$ cat src/rtl/io_controller_if.sv
// CPU-side I/O transaction bus for io_controller.
// The master drives the request; the slave (io_controller) answers with
// stall/done and the captured input value.
interface io_controller_if;
  logic        req;
  logic        io;
  logic [31:0] data_out;
  logic        stall;
  logic        done;
  logic [31:0] data_in;

  modport master (
    output req, io, data_out,
    input  stall, done, data_in
  );

  modport slave (
    input  req, io, data_out,
    output stall, done, data_in
  );
endinterface

$ cat src/rtl/io_controller.sv
// io_controller: sequences CPU IN/OUT instructions against board I/O.
// IN stalls the CPU until the operator presses and releases Confirm, then
// returns the zero-extended switch value. OUT latches a value into the
// display holding register. Each completed transaction gives one Done pulse.
// Optional feature: define IO_CONFIRM_DEBOUNCE_EN to debounce Confirm for
// DEBOUNCE_CYCLES stable samples; otherwise the synchronized level is used
// directly and DEBOUNCE_CYCLES has no effect.
module io_controller #(
  parameter int DEBOUNCE_CYCLES = 16,
  parameter int SWITCH_WIDTH    = 18
) (
  input  logic                    clk,
  input  logic                    rst,
  io_controller_if.slave          cpu,
  input  logic [SWITCH_WIDTH-1:0] raw_input,
  input  logic                    confirm,
  output logic [31:0]             display_data,
  output logic                    display_valid,
  output logic                    waiting
);

  typedef enum logic [2:0] {
    ST_IDLE         = 3'd0,
    ST_WAIT_PRESS   = 3'd1,
    ST_WAIT_RELEASE = 3'd2,
    ST_OUT_WRITE    = 3'd3,
    ST_DONE         = 3'd4
  } state_t;

  state_t                  state;
  logic                    sync1;
  logic                    sync2;
  logic                    conf_db;
  logic                    conf_prev;
  logic [SWITCH_WIDTH-1:0] hold;
  logic [SWITCH_WIDTH-1:0] data_in_r;

  // Two-flop synchronizer for the asynchronous pushbutton.
  always_ff @(posedge clk or posedge rst) begin
    if (rst) begin
      sync1 <= 1'b0;
      sync2 <= 1'b0;
    end else begin
      sync1 <= confirm;
      sync2 <= sync1;
    end
  end

`ifdef IO_CONFIRM_DEBOUNCE_EN
  localparam int CNT_W = (DEBOUNCE_CYCLES > 2) ? $clog2(DEBOUNCE_CYCLES) : 1;
  logic [CNT_W-1:0] db_cnt;

  // Accept a new Confirm level only after DEBOUNCE_CYCLES consecutive differing samples.
  always_ff @(posedge clk or posedge rst) begin
    if (rst) begin
      db_cnt  <= '0;
      conf_db <= 1'b0;
    end else if (sync2 != conf_db) begin
      if (db_cnt == CNT_W'(DEBOUNCE_CYCLES - 1)) begin
        conf_db <= ~conf_db;
        db_cnt  <= '0;
      end else begin
        db_cnt <= db_cnt + CNT_W'(1);
      end
    end else begin
      db_cnt <= '0;
    end
  end
`else
  assign conf_db = sync2;
`endif

  // Previous debounced level, for press (rising edge) detection.
  always_ff @(posedge clk or posedge rst) begin
    if (rst) begin
      conf_prev <= 1'b0;
    end else begin
      conf_prev <= conf_db;
    end
  end

  // Transaction FSM with registered capture, display and data-in registers.
  // A dropped request in any waiting/working state aborts without Done.
  always_ff @(posedge clk or posedge rst) begin
    if (rst) begin
      state         <= ST_IDLE;
      hold          <= '0;
      data_in_r     <= '0;
      display_data  <= 32'h0000_0000;
      display_valid <= 1'b0;
    end else begin
      case (state)
        ST_IDLE: begin
          if (cpu.req) begin
            state <= cpu.io ? ST_OUT_WRITE : ST_WAIT_PRESS;
          end
        end
        ST_WAIT_PRESS: begin
          if (!cpu.req) begin
            state <= ST_IDLE;
          end else if (conf_db && !conf_prev) begin
            hold  <= raw_input;
            state <= ST_WAIT_RELEASE;
          end
        end
        ST_WAIT_RELEASE: begin
          if (!cpu.req) begin
            state <= ST_IDLE;
          end else if (!conf_db) begin
            data_in_r <= hold;
            state     <= ST_DONE;
          end
        end
        ST_OUT_WRITE: begin
          if (!cpu.req) begin
            state <= ST_IDLE;
          end else begin
            display_data  <= cpu.data_out;
            display_valid <= 1'b1;
            state         <= ST_DONE;
          end
        end
        ST_DONE: begin
          state <= ST_IDLE;
        end
        default: begin
          state <= ST_IDLE;
        end
      endcase
    end
  end

  // Outputs decoded from the registered state; stall must follow req in the
  // same cycle so the CPU freezes on the instruction that raised it.
  assign cpu.stall   = cpu.req && (state != ST_DONE);
  assign cpu.done    = (state == ST_DONE);
  assign waiting     = (state == ST_WAIT_PRESS) || (state == ST_WAIT_RELEASE);
  assign cpu.data_in = {{(32-SWITCH_WIDTH){1'b0}}, data_in_r};

endmodule

$ cat src/flat_wrapper.sv
// flat-port wrapper written by rule: the top's interface ports become plain ports
module io_controller_flat 
#(
  parameter int DEBOUNCE_CYCLES = 16,
  parameter int SWITCH_WIDTH    = 18
)
  (clk, rst, raw_input, confirm, display_data, display_valid, waiting, cpu_req, cpu_io, cpu_data_out, cpu_stall, cpu_done, cpu_data_in);
  io_controller_if cpu_i ();
  input  logic clk;
  input  logic rst;
  input  logic [SWITCH_WIDTH-1:0] raw_input;
  input  logic confirm;
  output logic [31:0] display_data;
  output logic display_valid;
  output logic waiting;
  input wire logic [$bits(cpu_i.req)-1:0] cpu_req;
  input wire logic [$bits(cpu_i.io)-1:0] cpu_io;
  input wire logic [$bits(cpu_i.data_out)-1:0] cpu_data_out;
  output wire logic [$bits(cpu_i.stall)-1:0] cpu_stall;
  output wire logic [$bits(cpu_i.done)-1:0] cpu_done;
  output wire logic [$bits(cpu_i.data_in)-1:0] cpu_data_in;
  assign cpu_i.req = cpu_req;
  assign cpu_i.io = cpu_io;
  assign cpu_i.data_out = cpu_data_out;
  assign cpu_stall = cpu_i.stall;
  assign cpu_done = cpu_i.done;
  assign cpu_data_in = cpu_i.data_in;
  io_controller #(.DEBOUNCE_CYCLES(DEBOUNCE_CYCLES), .SWITCH_WIDTH(SWITCH_WIDTH)) u_core (.clk(clk), .rst(rst), .cpu(cpu_i), .raw_input(raw_input), .confirm(confirm), .display_data(display_data), .display_valid(display_valid), .waiting(waiting));
endmodule
$ cat config.mk
export PLATFORM = sky130hd
export DESIGN_NAME = io_controller_flat
export DESIGN_NICKNAME = d
export VERILOG_FILES = /design/src/rtl/io_controller_if.sv /design/src/rtl/io_controller.sv /design/src/flat_wrapper.sv
export SDC_FILE = /design/constraint.sdc
export NUM_CORES = 1
export LEC_CHECK = 0
export BUFFER_PORTS_ARGS = -buffer_cell sky130_fd_sc_hd__buf_2
export CAP_MARGIN = 30
export CORE_ASPECT_RATIO = 0.75
export CORE_MARGIN = 10
export CORE_UTILIZATION = 47
export DETAILED_ROUTE_END_ITERATION = 7
export PLACE_DENSITY_LB_ADDON = 0.05
export SLEW_MARGIN = 20
export SYNTH_ARGS = -nofsm -noshare
export SYNTH_HDL_FRONTEND = slang
export SYNTH_SLANG_ARGS = --single-unit
$ cat constraint.sdc
create_clock -name clk -period 2.2 [get_ports clk]
set_clock_uncertainty 0.1 [all_clocks]
set_input_delay 0 -clock clk [delete_from_list [all_inputs] [get_ports clk]]
set_output_delay 0 -clock clk [all_outputs]
set_load 0.05 [all_outputs]
**After elaboration in Yosys (flattened, before gate mapping)**

Cells that the tools add are included.

- Reduce and logical (&&, ||, !) cells: 9
- Multiplexer cells: 8
- Eq/ne operators: 8
- Bitwise logic cells: 1

Operators with widths:

| cell | number |
|---|---|
| $mux W3 | 6 |
| $pmux W3 S4 | 1 |
| $reduce_and A3 Y1 | 3 |
| $eq A3 B2 Y1 const B | 2 |
| $ne A3 B3 Y1 const B | 2 |
| $eq A3 B1 Y1 const B | 1 |
| $eq A3 B3 Y1 const B | 1 |
| $logic_not A3 Y1 | 1 |
| $ne A3 B2 Y1 const B | 1 |
| $logic_and A1 B1 Y1 | 2 |
| $mux W2 | 1 |
| $ne A2 B2 Y1 const B | 1 |
| $reduce_and A2 Y1 | 1 |
| $logic_not A1 Y1 | 1 |
| $logic_or A1 B1 Y1 | 1 |
| $not A1 Y1 | 1 |

- Bits of input ports: 55
- Flip-flop bits (word level): 75
- Word-level logic and storage cells: 34
- Output and inout bits: 68

**Depth between registers and ports, before layout**

- Depth in word-level cells: 5
- Depth in mapped cells: 6
- Gate-level depth less buffers: 3

**Least setup slack after synthesis**

OpenSTA, ideal clock, no wires.

- Path type: register to output
- From: reg u_core.state[1]
- To: out cpu_stall
- Cell stages (with the launch flop): 4
- Slack: -174 ps
- Path buffers: 1
- Data required time: 2,100 ps
- Arrival: 2,274 ps
- Cell sequence: dfrtp_1 > buf_4 > nor3b_1 > nor2b_1

- Cells in the longest elaborated chain, start to end: 2

RTL lines:

| item | line | RTL |
|---|---|---|
| start: declaration | io_controller.sv:30 | `state_t state;` |
| start signal: assignment | io_controller.sv:95 | `state <= cpu.io ? ST_OUT_WRITE : ST_WAIT_PRESS;` |
| $ne A3 B3 Y1 | io_controller.sv:135 | `assign cpu.stall = cpu.req && (state != ST_DONE);` |
| $logic_and A1 B1 Y1 | io_controller.sv:135 |  |
| end: declaration | flat_wrapper.sv:19 | `output wire logic [$bits(cpu_i.stall)-1:0] cpu_stall;` |

No other way between the ends.

**Final worst setup path**

- From: reg u_core.state[1]
- To: reg u_core.display_data[0]

- Cells in the longest elaborated chain, start to end: 2

RTL lines:

| item | line | RTL |
|---|---|---|
| $eq A3 B2 Y1 | io_controller.sv:92 | `case (state)` |
| $reduce_and A2 Y1 (no line) | n/a |  |
| end signal: assignment | io_controller.sv:118 | `display_data <= cpu.data_out;` |
| end: declaration | io_controller.sv:17 | `output logic [31:0] display_data,` |

No other way between the ends.
A chain may end at the register's enable or synchronous reset.

==> flow_summary.yaml <==
run_status:
  status: "completed"
place:
  numPortBuffers: 108
  place_area_um2: 3498
  finalWeightedCongestion: 0.7259
  dp_hpwl_um: 4802
  dp.cells: 366
floorplan:
  die_h_um: 88.75
  core_um2: 5976
  ios: 123
  fp.dieArea_um2: 9909
  fp.dieW_um: 111.7
  row_count: 24
  start_util: 0.4956
grt:
  grt_pass1_wl_um: 11080
  track_usage: 0.1383
  grt_antenna_before_repair: 0
  grt_pass1_vias: 2216
  grt_max_degree: 34
  overflow: 0
pwr:
  finalPower_w: 0.005642
  ir_drop_uv: 899.0
  leakage_nw: 2.083
  power_density_nw_per_um2: 1351
sta:
  grt_setup_unrepaired: "false"
  slew_headroom: 0.4858
  max_freq_mhz: 527.1
  slew_viol_final: 0
  finalHoldViolations: 0
  worstMarginPinSlew_ps: 771.3
  layout_min_cycle_time_ps: 1897
  setup_viol: 0
  fin_tns_setup_ps: 0
  fin_crit_sh: 0.8624
drt:
  drt_iter0_drc: 58
  viasPerCell: 4.561
  drt_drc_violations_left: 0
  routed-via-count: 1975
  ant_nets: 0
  drt-wirelength-per-cell_um: 15.92
  drt_first_pass_iters: 3
  routed_wl_um: 6895
run:
  drv_cap: 0
setup_path:
  worstRegToRegCells: 3
  rrSetupSlack_ps: 300
  critical_path_class: "register to register"
  worst_ep_required_time_ps: 2320
  cp-start-kind: "register"
  crit_path_end_kind: "register"
  crit_arrival_ps: 2010
  path_max_fanout: 33
logic_synthesis:
  synth.most_common_cell: "dfrtp_1"
  synth_edf_count: 0
  ys.flop_type: "dfrtp_1"
  ys_warn_count: 0
  yosys.cell_types.count: 20
  postSynthCellCount: 185
  synth_top_area_cell: "dfrtp_1"
  synth-seq-cells: 75
  synth_area_um2: 2962
  synth_top_area_share: 0.6337
  synthTopCellsByCount: "dfrtp_1, mux2_2, buf_4"
  synth-seq-area-share: 0.6337
  ys_top_cells_by_area: "dfrtp_1, mux2_2, buf_4"
  async_reset_ff_frac: 1.000
  synth.avg_cell_area_um2: 16.01
clocking:
  cts_max_level: 3
  clk_path_buf_depth: 2
  clk_pin_slew_worst_paths_ps: 70
  cts_root_buffer: "clkbuf_8"
  cts_resized: 0
  cts_tree: "yes"
  numClockSinks: 75
  cts_made_buffers: 9
  holdBufCountCts: 53
  cts_setup_buffers: 0
  clock_latency_ps: 330
finish:
  post-route-cell-area_um2: 4178
  fin_util: 0.6991
  fin_cells: 433
  fin_nets: 407
  diodes: 0
  layout-drive-gt1-share: 0.5577
  synthToLayoutAreaGrowth_pct: 41.06
worst_hold_path:
  hold_class: "input port to register"
  hold_depth: 4
## cell families after synthesis
group                     Yosys count  share of synthesized area
and+or+nand+nor                    14                    0.03338
muxes                              69                     0.2619
other                               1                   0.001266
xor gates and xnor gates            1                   0.002958
DFF                                75                     0.6337
AOI/OAI and AO/OA                   1                   0.001688
buffers and inverters              24                    0.06506
## critical path: stages, from the launching register on
cell and delay (ps):
dfrtp_1 480, nand3b_2 140, or2_2 630, mux2_2 420
## path summary, 6_finish.rpt
kind | startpoint | to
worst min register to register | u_core.sync1 | u_core.conf_db
worst max register to register | u_core.state[1] | u_core.display_data[0]
worst max-delay path | u_core.state[1] | u_core.display_data[0]
min in group asynchronous | rst | u_core.data_in_r[9]
max in group asynchronous | rst | u_core.data_in_r[11]
worst min-delay path | cpu_io | u_core.state[1]
## layout by cell type (no fill, tap or decap), types with 2 or more instances in the layout
cell / n
buf_4: 4
dfrtp_1: 75
nand2b_1: 2
or2_2: 2
nor3_1: 2
conb_1: 14
clkbuf_1: 2
nor2_1: 2
dlygate4sd3_1: 53
mux2_2: 68
clkbuf_8: 9
buf_2: 108
clkinv_2: 2
## per-layer routing
layer | vias up | wire [um] | share of wire | track usage
met3 | 5 | 645 | 0.094 | 0.07032
met1 | 952 | 2887 | 0.42 | 0.1588
met5 | - | 0 | 0 | 0
met4 | 0 | 32 | 0.0046 | 0.03842
li1 | 939 | - | - | -
met2 | 79 | 3329 | 0.48 | 0.2260
## registers in the layout, indices dropped and copies added (netlist names)
signal	count
u_core.sync1	1
u_core.conf_prev	1
u_core.data_in_r	18
u_core.conf_db	1
u_core.display_valid	1
u_core.display_data	32
u_core.state	3
u_core.hold	18
## report_power, final
group	leakage [nW]	switching [W]	total, W	internal [W]
clock network	0.0750	0.000446	0.000840	0.000394
logic	1.09	0.00190	0.00266	0.000752
registers	0.918	0.000249	0.00215	0.00190
## through the flow
stage / hold slack, ps / worst slack (ps)
detailed placement: -13.39 / 300.3
global route: 80.85 / 171.7
CTS: 34.65 / 296.0
floorplan: -68.57 / 190.0
finish: 26.26 / 302.7
global placement: -21.69 / 335.1
## layout make-up
class / count / area [um2]
flip-flops and latches: 75 / 1877
multi-input cells: 99 / 945.9
clock buffers: 11 / 131.4
well taps: 78 / 97.59
repair buffers: 165 / 1101
fillers: 420 / 1798
inverters: 2 / 7.507
clock inverters: 3 / 17.52
No activity file was read; power rests on OpenSTA's default activity.
